`src/rtl/plic_target_arbiter_pkg.sv`:
```
// rtl/plic_target_arbiter_pkg.sv - PLIC target-arbiter constants, best-candidate type and ID helper
package plic_defs;

   localparam int PLIC_SOURCE_COUNT   = 16;
   localparam int PLIC_TARGET_COUNT   = 2;
   localparam int PLIC_PRIORITY_WIDTH = 3;
   localparam int PLIC_SOURCE_WIDTH   = $clog2(PLIC_SOURCE_COUNT + 1);

   typedef struct packed {
      logic [PLIC_SOURCE_WIDTH-1:0]   id;
      logic [PLIC_PRIORITY_WIDTH-1:0] prio;
   } type_target_best_s;

   // True when id names a source whose bit is set in mask; ID 0 never matches.
   function automatic logic id_in_mask(input logic [PLIC_SOURCE_COUNT-1:0] mask,
                                       input logic [PLIC_SOURCE_WIDTH-1:0] id);
      logic hit;
      hit = 1'b0;
      for (int i = 0; i < PLIC_SOURCE_COUNT; i++)
         if (mask[i] && (id == PLIC_SOURCE_WIDTH'(i + 1)))
            hit = 1'b1;
      return hit;
   endfunction

endpackage

```
`src/rtl/plic_target_slice.sv`:
```
// rtl/plic_target_slice.sv - per-target running/result registers with claim invalidation
module plic_target_slice
   import plic_defs::*;
(
   input  logic                           clk,
   input  logic                           rst,
   input  logic [PLIC_SOURCE_WIDTH-1:0]   ptr,
   input  logic                           cand_valid,
   input  logic [PLIC_PRIORITY_WIDTH-1:0] cand_prio,
   input  logic                           commit,
   input  logic [PLIC_SOURCE_COUNT-1:0]   kill,
   output type_target_best_s              result
);

   type_target_best_s running;
   type_target_best_s run_base;
   type_target_best_s run_next;
   type_target_best_s result_next;

   // A granted ID is dropped from running, from the candidate slot and from result alike,
   // so a commit in the grant cycle can never resurrect it.
   always_comb begin
      run_base = running;
      if (id_in_mask(kill, running.id))
         run_base = '0;

      run_next = run_base;
      if (cand_valid && !id_in_mask(kill, ptr) && (cand_prio > run_base.prio)) begin
         run_next.id   = ptr;
         run_next.prio = cand_prio;
      end

      result_next = result;
      if (id_in_mask(kill, result.id))
         result_next = '0;
      if (commit)
         result_next = run_next;
   end

   always_ff @(posedge clk) begin
      if (rst) begin
         running <= '0;
         result  <= '0;
      end else begin
         running <= commit ? '0 : run_next;
         result  <= result_next;
      end
   end

endmodule

```
`src/rtl/plic_target_arbiter.sv`:
```
// rtl/plic_target_arbiter.sv - shared sweep pointer, claim tie-break and output assembly
module plic_target_arbiter
   import plic_defs::*;
(
   input  logic                                              clk,
   input  logic                                              rst,
   input  logic [PLIC_SOURCE_COUNT-1:0]                      irq_pending_i,
   input  logic [PLIC_SOURCE_COUNT*PLIC_PRIORITY_WIDTH-1:0]  priority_i,
   input  logic [PLIC_TARGET_COUNT*PLIC_SOURCE_COUNT-1:0]    enable_i,
   input  logic [PLIC_TARGET_COUNT*PLIC_PRIORITY_WIDTH-1:0]  threshold_i,
   input  logic [PLIC_TARGET_COUNT-1:0]                      claim_req_i,
   output logic [PLIC_TARGET_COUNT*PLIC_SOURCE_WIDTH-1:0]    claim_idx_o,
   output logic [PLIC_TARGET_COUNT-1:0]                      irq_target_o
);

   localparam int SRC = PLIC_SOURCE_COUNT;
   localparam int TGT = PLIC_TARGET_COUNT;
   localparam int PW  = PLIC_PRIORITY_WIDTH;
   localparam int SW  = PLIC_SOURCE_WIDTH;

   localparam logic [SW-1:0] PTR_FIRST = SW'(1);
   localparam logic [SW-1:0] PTR_LAST  = SW'(SRC);

   logic [SW-1:0]     ptr;
   logic              commit;
   logic              sel_pending;
   logic [PW-1:0]     sel_prio;
   logic [TGT-1:0]    sel_enable;
   logic [TGT-1:0]    cand_valid;
   logic [TGT-1:0]    claim_ok;
   logic [TGT-1:0]    grant;
   logic [SRC-1:0]    kill;
   logic [PW-1:0]     thr [TGT];
   type_target_best_s result [TGT];

   assign commit = (ptr == PTR_LAST);

   always_ff @(posedge clk) begin
      if (rst || commit)
         ptr <= PTR_FIRST;
      else
         ptr <= ptr + SW'(1);
   end

   always_comb begin
      sel_pending = 1'b0;
      sel_prio    = '0;
      sel_enable  = '0;
      for (int i = 0; i < SRC; i++) begin
         if (ptr == SW'(i + 1)) begin
            sel_pending = irq_pending_i[i];
            sel_prio    = priority_i[i*PW +: PW];
            for (int t = 0; t < TGT; t++)
               sel_enable[t] = enable_i[t*SRC + i];
         end
      end
   end

   for (genvar t = 0; t < TGT; t++) begin : g_slice
      assign cand_valid[t] = sel_pending && sel_enable[t] && (sel_prio != '0);

      plic_target_slice u_slice (
         .clk        (clk),
         .rst        (rst),
         .ptr        (ptr),
         .cand_valid (cand_valid[t]),
         .cand_prio  (sel_prio),
         .commit     (commit),
         .kill       (kill),
         .result     (result[t])
      );
   end

   // Lowest-index target wins when several targets claim the same ID in one cycle.
   always_comb begin
      kill        = '0;
      claim_idx_o = '0;
      for (int t = 0; t < TGT; t++) begin
         thr[t]          = threshold_i[t*PW +: PW];
         irq_target_o[t] = (result[t].id != '0) && (result[t].prio > thr[t]);
         claim_ok[t]     = claim_req_i[t] && irq_target_o[t]
                           && id_in_mask(irq_pending_i, result[t].id);
      end
      for (int t = 0; t < TGT; t++) begin
         grant[t] = claim_ok[t];
         for (int u = 0; u < t; u++)
            if (claim_ok[u] && (result[u].id == result[t].id))
               grant[t] = 1'b0;
         if (grant[t]) begin
            claim_idx_o[t*SW +: SW] = result[t].id;
            for (int i = 0; i < SRC; i++)
               if (result[t].id == SW'(i + 1))
                  kill[i] = 1'b1;
         end
      end
   end

endmodule

```
`config.mk`:
```
export PLATFORM = sky130hd
export DESIGN_NAME = plic_target_arbiter
export DESIGN_NICKNAME = d
export VERILOG_FILES = /design/src/rtl/plic_target_arbiter_pkg.sv /design/src/rtl/plic_target_slice.sv /design/src/rtl/plic_target_arbiter.sv
export SDC_FILE = /design/constraint.sdc
export NUM_CORES = 1
export LEC_CHECK = 0
export ABC_AREA = 1
export CORE_AREA = 2 2 137 139
export DETAILED_ROUTE_END_ITERATION = 7
export DIE_AREA = 0 0 139 141
export DONT_BUFFER_PORTS = 1
export PLACE_DENSITY_LB_ADDON = 0.12
export SLEW_MARGIN = 20
export SYNTH_ARGS = -nofsm -noshare
export SYNTH_HDL_FRONTEND = slang
export SYNTH_HIERARCHICAL = 1
export SYNTH_SLANG_ARGS = --single-unit
```
`constraint.sdc`:
```
create_clock -name clk -period 4.3 [get_ports clk]
set_input_delay 0.215 -clock clk [delete_from_list [all_inputs] [get_ports clk]]
set_output_delay 0.215 -clock clk [all_outputs]
set_load 0.02 [all_outputs]
```
==> results.json <==
{
  "status": "finished with violations",
  "violations": "hold timing",
  "synth_top_area_share_pct": 22.6,
  "drive_above_1_share_pct": 23.5,
  "slew_viol_final": 0,
  "grt_pass1_wl_um": 32700,
  "diodes": 0,
  "r2r_start": "g_slice[0].u_slice/result[7]",
  "worstSetupPathType": "reg2reg",
  "synthTopCellsByArea": "nand2_1, dfxtp_1, nand3_1",
  "drc": 0,
  "regArea_um2": 767,
  "final_cell_area_um2": 6620,
  "synthArstFlopShare_pct": 0,
  "vias": 6363,
  "yosysTopAreaCell": "nand2_1",
  "numCtsBuffers": 5,
  "cts.sinks": 37,
  "ys_seq_area_share_pct": 13.9,
  "path_clk_slew_ns": 0.06,
  "root_buffer": "clkbuf_16",
  "max_stage_delay_ns": 0.39,
  "grt_max_degree": 25,
  "slew_headroom_pct": 59.9,
  "viasPerCell": 4.85,
  "place.gp.congestion": 0.921,
  "netlist_instances": 994,
  "synth-edff-count": 0,
  "layout_common_cells": "nand2_1, inv_1, nand3_1",
  "syn_avg_cell_area_um2": 5.38,
  "hold_viol": 11,
  "worstPathRequired_ns": 4.50,
  "mostFrequentLayoutCell": "nand2_1",
  "clk_latency_ns": 0.28,
  "min_path_type": "in2reg",
  "r2r_end": "g_slice[1].u_slice/result[4]",
  "fin_crit_sh_pct": 95.8,
  "worstMarginPinSlew_ns": 0.598,
  "syn2layout_area_growth_pct": 23.8,
  "port_buffers": 0,
  "fmax_ghz": 0.243,
  "crit_path_end_kind": "register",
  "dr.pass1.iters": 5,
  "nNetsFinal": 1203,
  "yosysWarnings": 6,
  "cp-startpoint": "g_slice[0].u_slice/result[7]",
  "routed_wl_um": 20800,
  "die_height_um": 141,
  "grt-ovfl-total": 0,
  "hpwl_um": 17100,
  "netlist_area_um2": 5350,
  "grt_usage_pct": 20.7,
  "max_cap_viol_count": 0,
  "peakVddDrop_uv": 110,
  "routedWlPerCell_um": 15.8,
  "drt_iter0_markers": 439,
  "setup_viol": 0,
  "multi_input_area_um2": 4060,
  "dieArea_um2": 19600,
  "htreeDepth": 2,
  "num_io_pins": 118,
  "clock_skew_ns": 0.00400,
  "leakage_uw": 0.00304,
  "core_um2": 18300,
  "arrival_ns": 4.32,
  "synth_cell_types": 47,
  "cts_tree": "yes",
  "initial_utilization_pct": 29.3,
  "regToRegSetupSlack_ns": 0.18,
  "critPathLaunchType": "register",
  "crit_path_end": "g_slice[1].u_slice/result[4]",
  "p_per_area_nw_per_um2": 193,
  "grt_pass1_vias": 6127,
  "cp_max_fo": 16,
  "rows": 50,
  "ys.flop_type": "dfxtp_1",
  "clockBufferDepth": 2,
  "postPlaceCellArea_um2": 6200,
  "antenna_left": 0,
  "reg2reg_depth": 29,
  "ys_ff_latch": 37,
  "timing.hold.ws_ns": -0.0175,
  "fin_crit_ns": 4.12,
  "n_fill_cell": 2085,
  "antenna_found_initial": 0,
  "slowest_stage": "a2111oi_1",
  "total_power_uw": 1280,
  "syn-num-nets": 1117,
  "critPathMostFrequentCell": "nand3_1",
  "die_x_um": 139
}
-- what timing repair did --
item | 4_1_cts | 5_1_grt
resized for setup | 8 | 57
hold endpoints to repair | 16 | 16
gates cloned | 0 | 1
setup endpoints to repair | 32 | 32
pin swaps | 3 | 11
buffers inserted | 3 | 7
-- metrics by stage --
stage | utilization [%] | setup TNS (ns) | worst slack, ns | cells
6_report | 36.3 | 0 | 0.179 | 1313
5_1_grt | 36.3 | -0.417 | -0.0576 | 1313
4_1_cts | 34.9 | 0 | 0.00589 | 1305
3_5_place_dp | 34.0 | -1.74 | -0.122 | 1296
3_3_place_gp | 34.0 | -1.73 | -0.127 | 1296
2_1_floorplan | - | 0 | 0.370 | 994
-- flip-flops by register name (all words and copies together), names as in the netlist --
register and cells:
g_slice.u_slice/result 16, g_slice.u_slice/running 16, ptr 5
-- cells in the mapped netlist, types with 2 or more instances --
master    count
or2_0         4
nor4_1        2
clkinv_1      2
a32o_1        4
o21ai_0      30
o32ai_1       3
nor2_2        8
nor2_4        5
nand4_1      14
nand3b_1      6
o221ai_1      2
a21boi_0      2
clkbuf_1      4
a31oi_1       3
nand2_4       3
a21oi_2      17
nor3_1       11
o21ai_1       6
nor2_1      114
o22ai_1       5
nand3_2      17
o31ai_1       6
nand2_2      24
nand3_1     112
dfxtp_1      37
a21oi_1      19
ha_1         17
buf_2         7
inv_1       145
buf_4         5
nand2_1     322
or2_2         7
nand2_8       2
buf_1         2
inv_2        15
-- metal layers --
layer  share of wire, %  routed length (um)  GRT usage [%]  up-vias
met2                 46                9520           34.5      166
met3                4.4                 922           2.38       31
met4                2.1                 435           5.42        0
li1                   -                   -              -     3335
met1                 48                9910           28.4     2831
met5                  0                   0              0        -
-- report_power, final --
| part | total [uW] | switching (uW) | internal, uW |
|---|---|---|---|
| registers | 394 | 31.1 | 362 |
| logic | 537 | 343 | 194 |
| clock network | 347 | 140 | 207 |
| total | 1280 | 514 | 764 |
-- logic make-up after synthesis --
group	Yosys count	synth area share, %
buffers and inverters	182	13.5
DFF	37	13.9
AOI/OAI and AO/OA	105	12.9
adders and majority gates	17	3.98
and+or+nand+nor	653	55.8
-- area by class of cell --
type	count	share of cell area, %
well taps	234	4.42
inverters	163	9.28
clock buffers	5	1.89
repair buffers	97	11.4
clock inverters	1	0.0756
flip-flops and latches	37	11.6
multi-input cells	776	61.3
-- critical path: cells and delay by family, from the launching register on --
kind | cells | cell delay, ns
flip-flops | 1 | 0.37
AND/OR/NAND/NOR | 19 | 1.94
adder cells (fa/ha/maj) | 1 | 0.26
AO/OA/AOI/OAI | 3 | 0.80
buffers and inverters | 6 | 0.65
-- worst min-delay path by stage --
stage / to / slack, ns / depth (start not counted) / start
global route: g_slice[0].u_slice/result[3] / -0.03 / 1 / rst
finish: g_slice[0].u_slice/result[3] / -0.02 / 1 / rst
CTS: g_slice[0].u_slice/result[3] / -0.03 / 1 / rst
global placement: g_slice[0].u_slice/result[1] / 0.28 / 1 / rst
floorplan: ptr[0] / 0.32 / 2 / rst
detailed placement: g_slice[0].u_slice/result[3] / 0.28 / 1 / rst
Power figures use the tool's default switching activity.
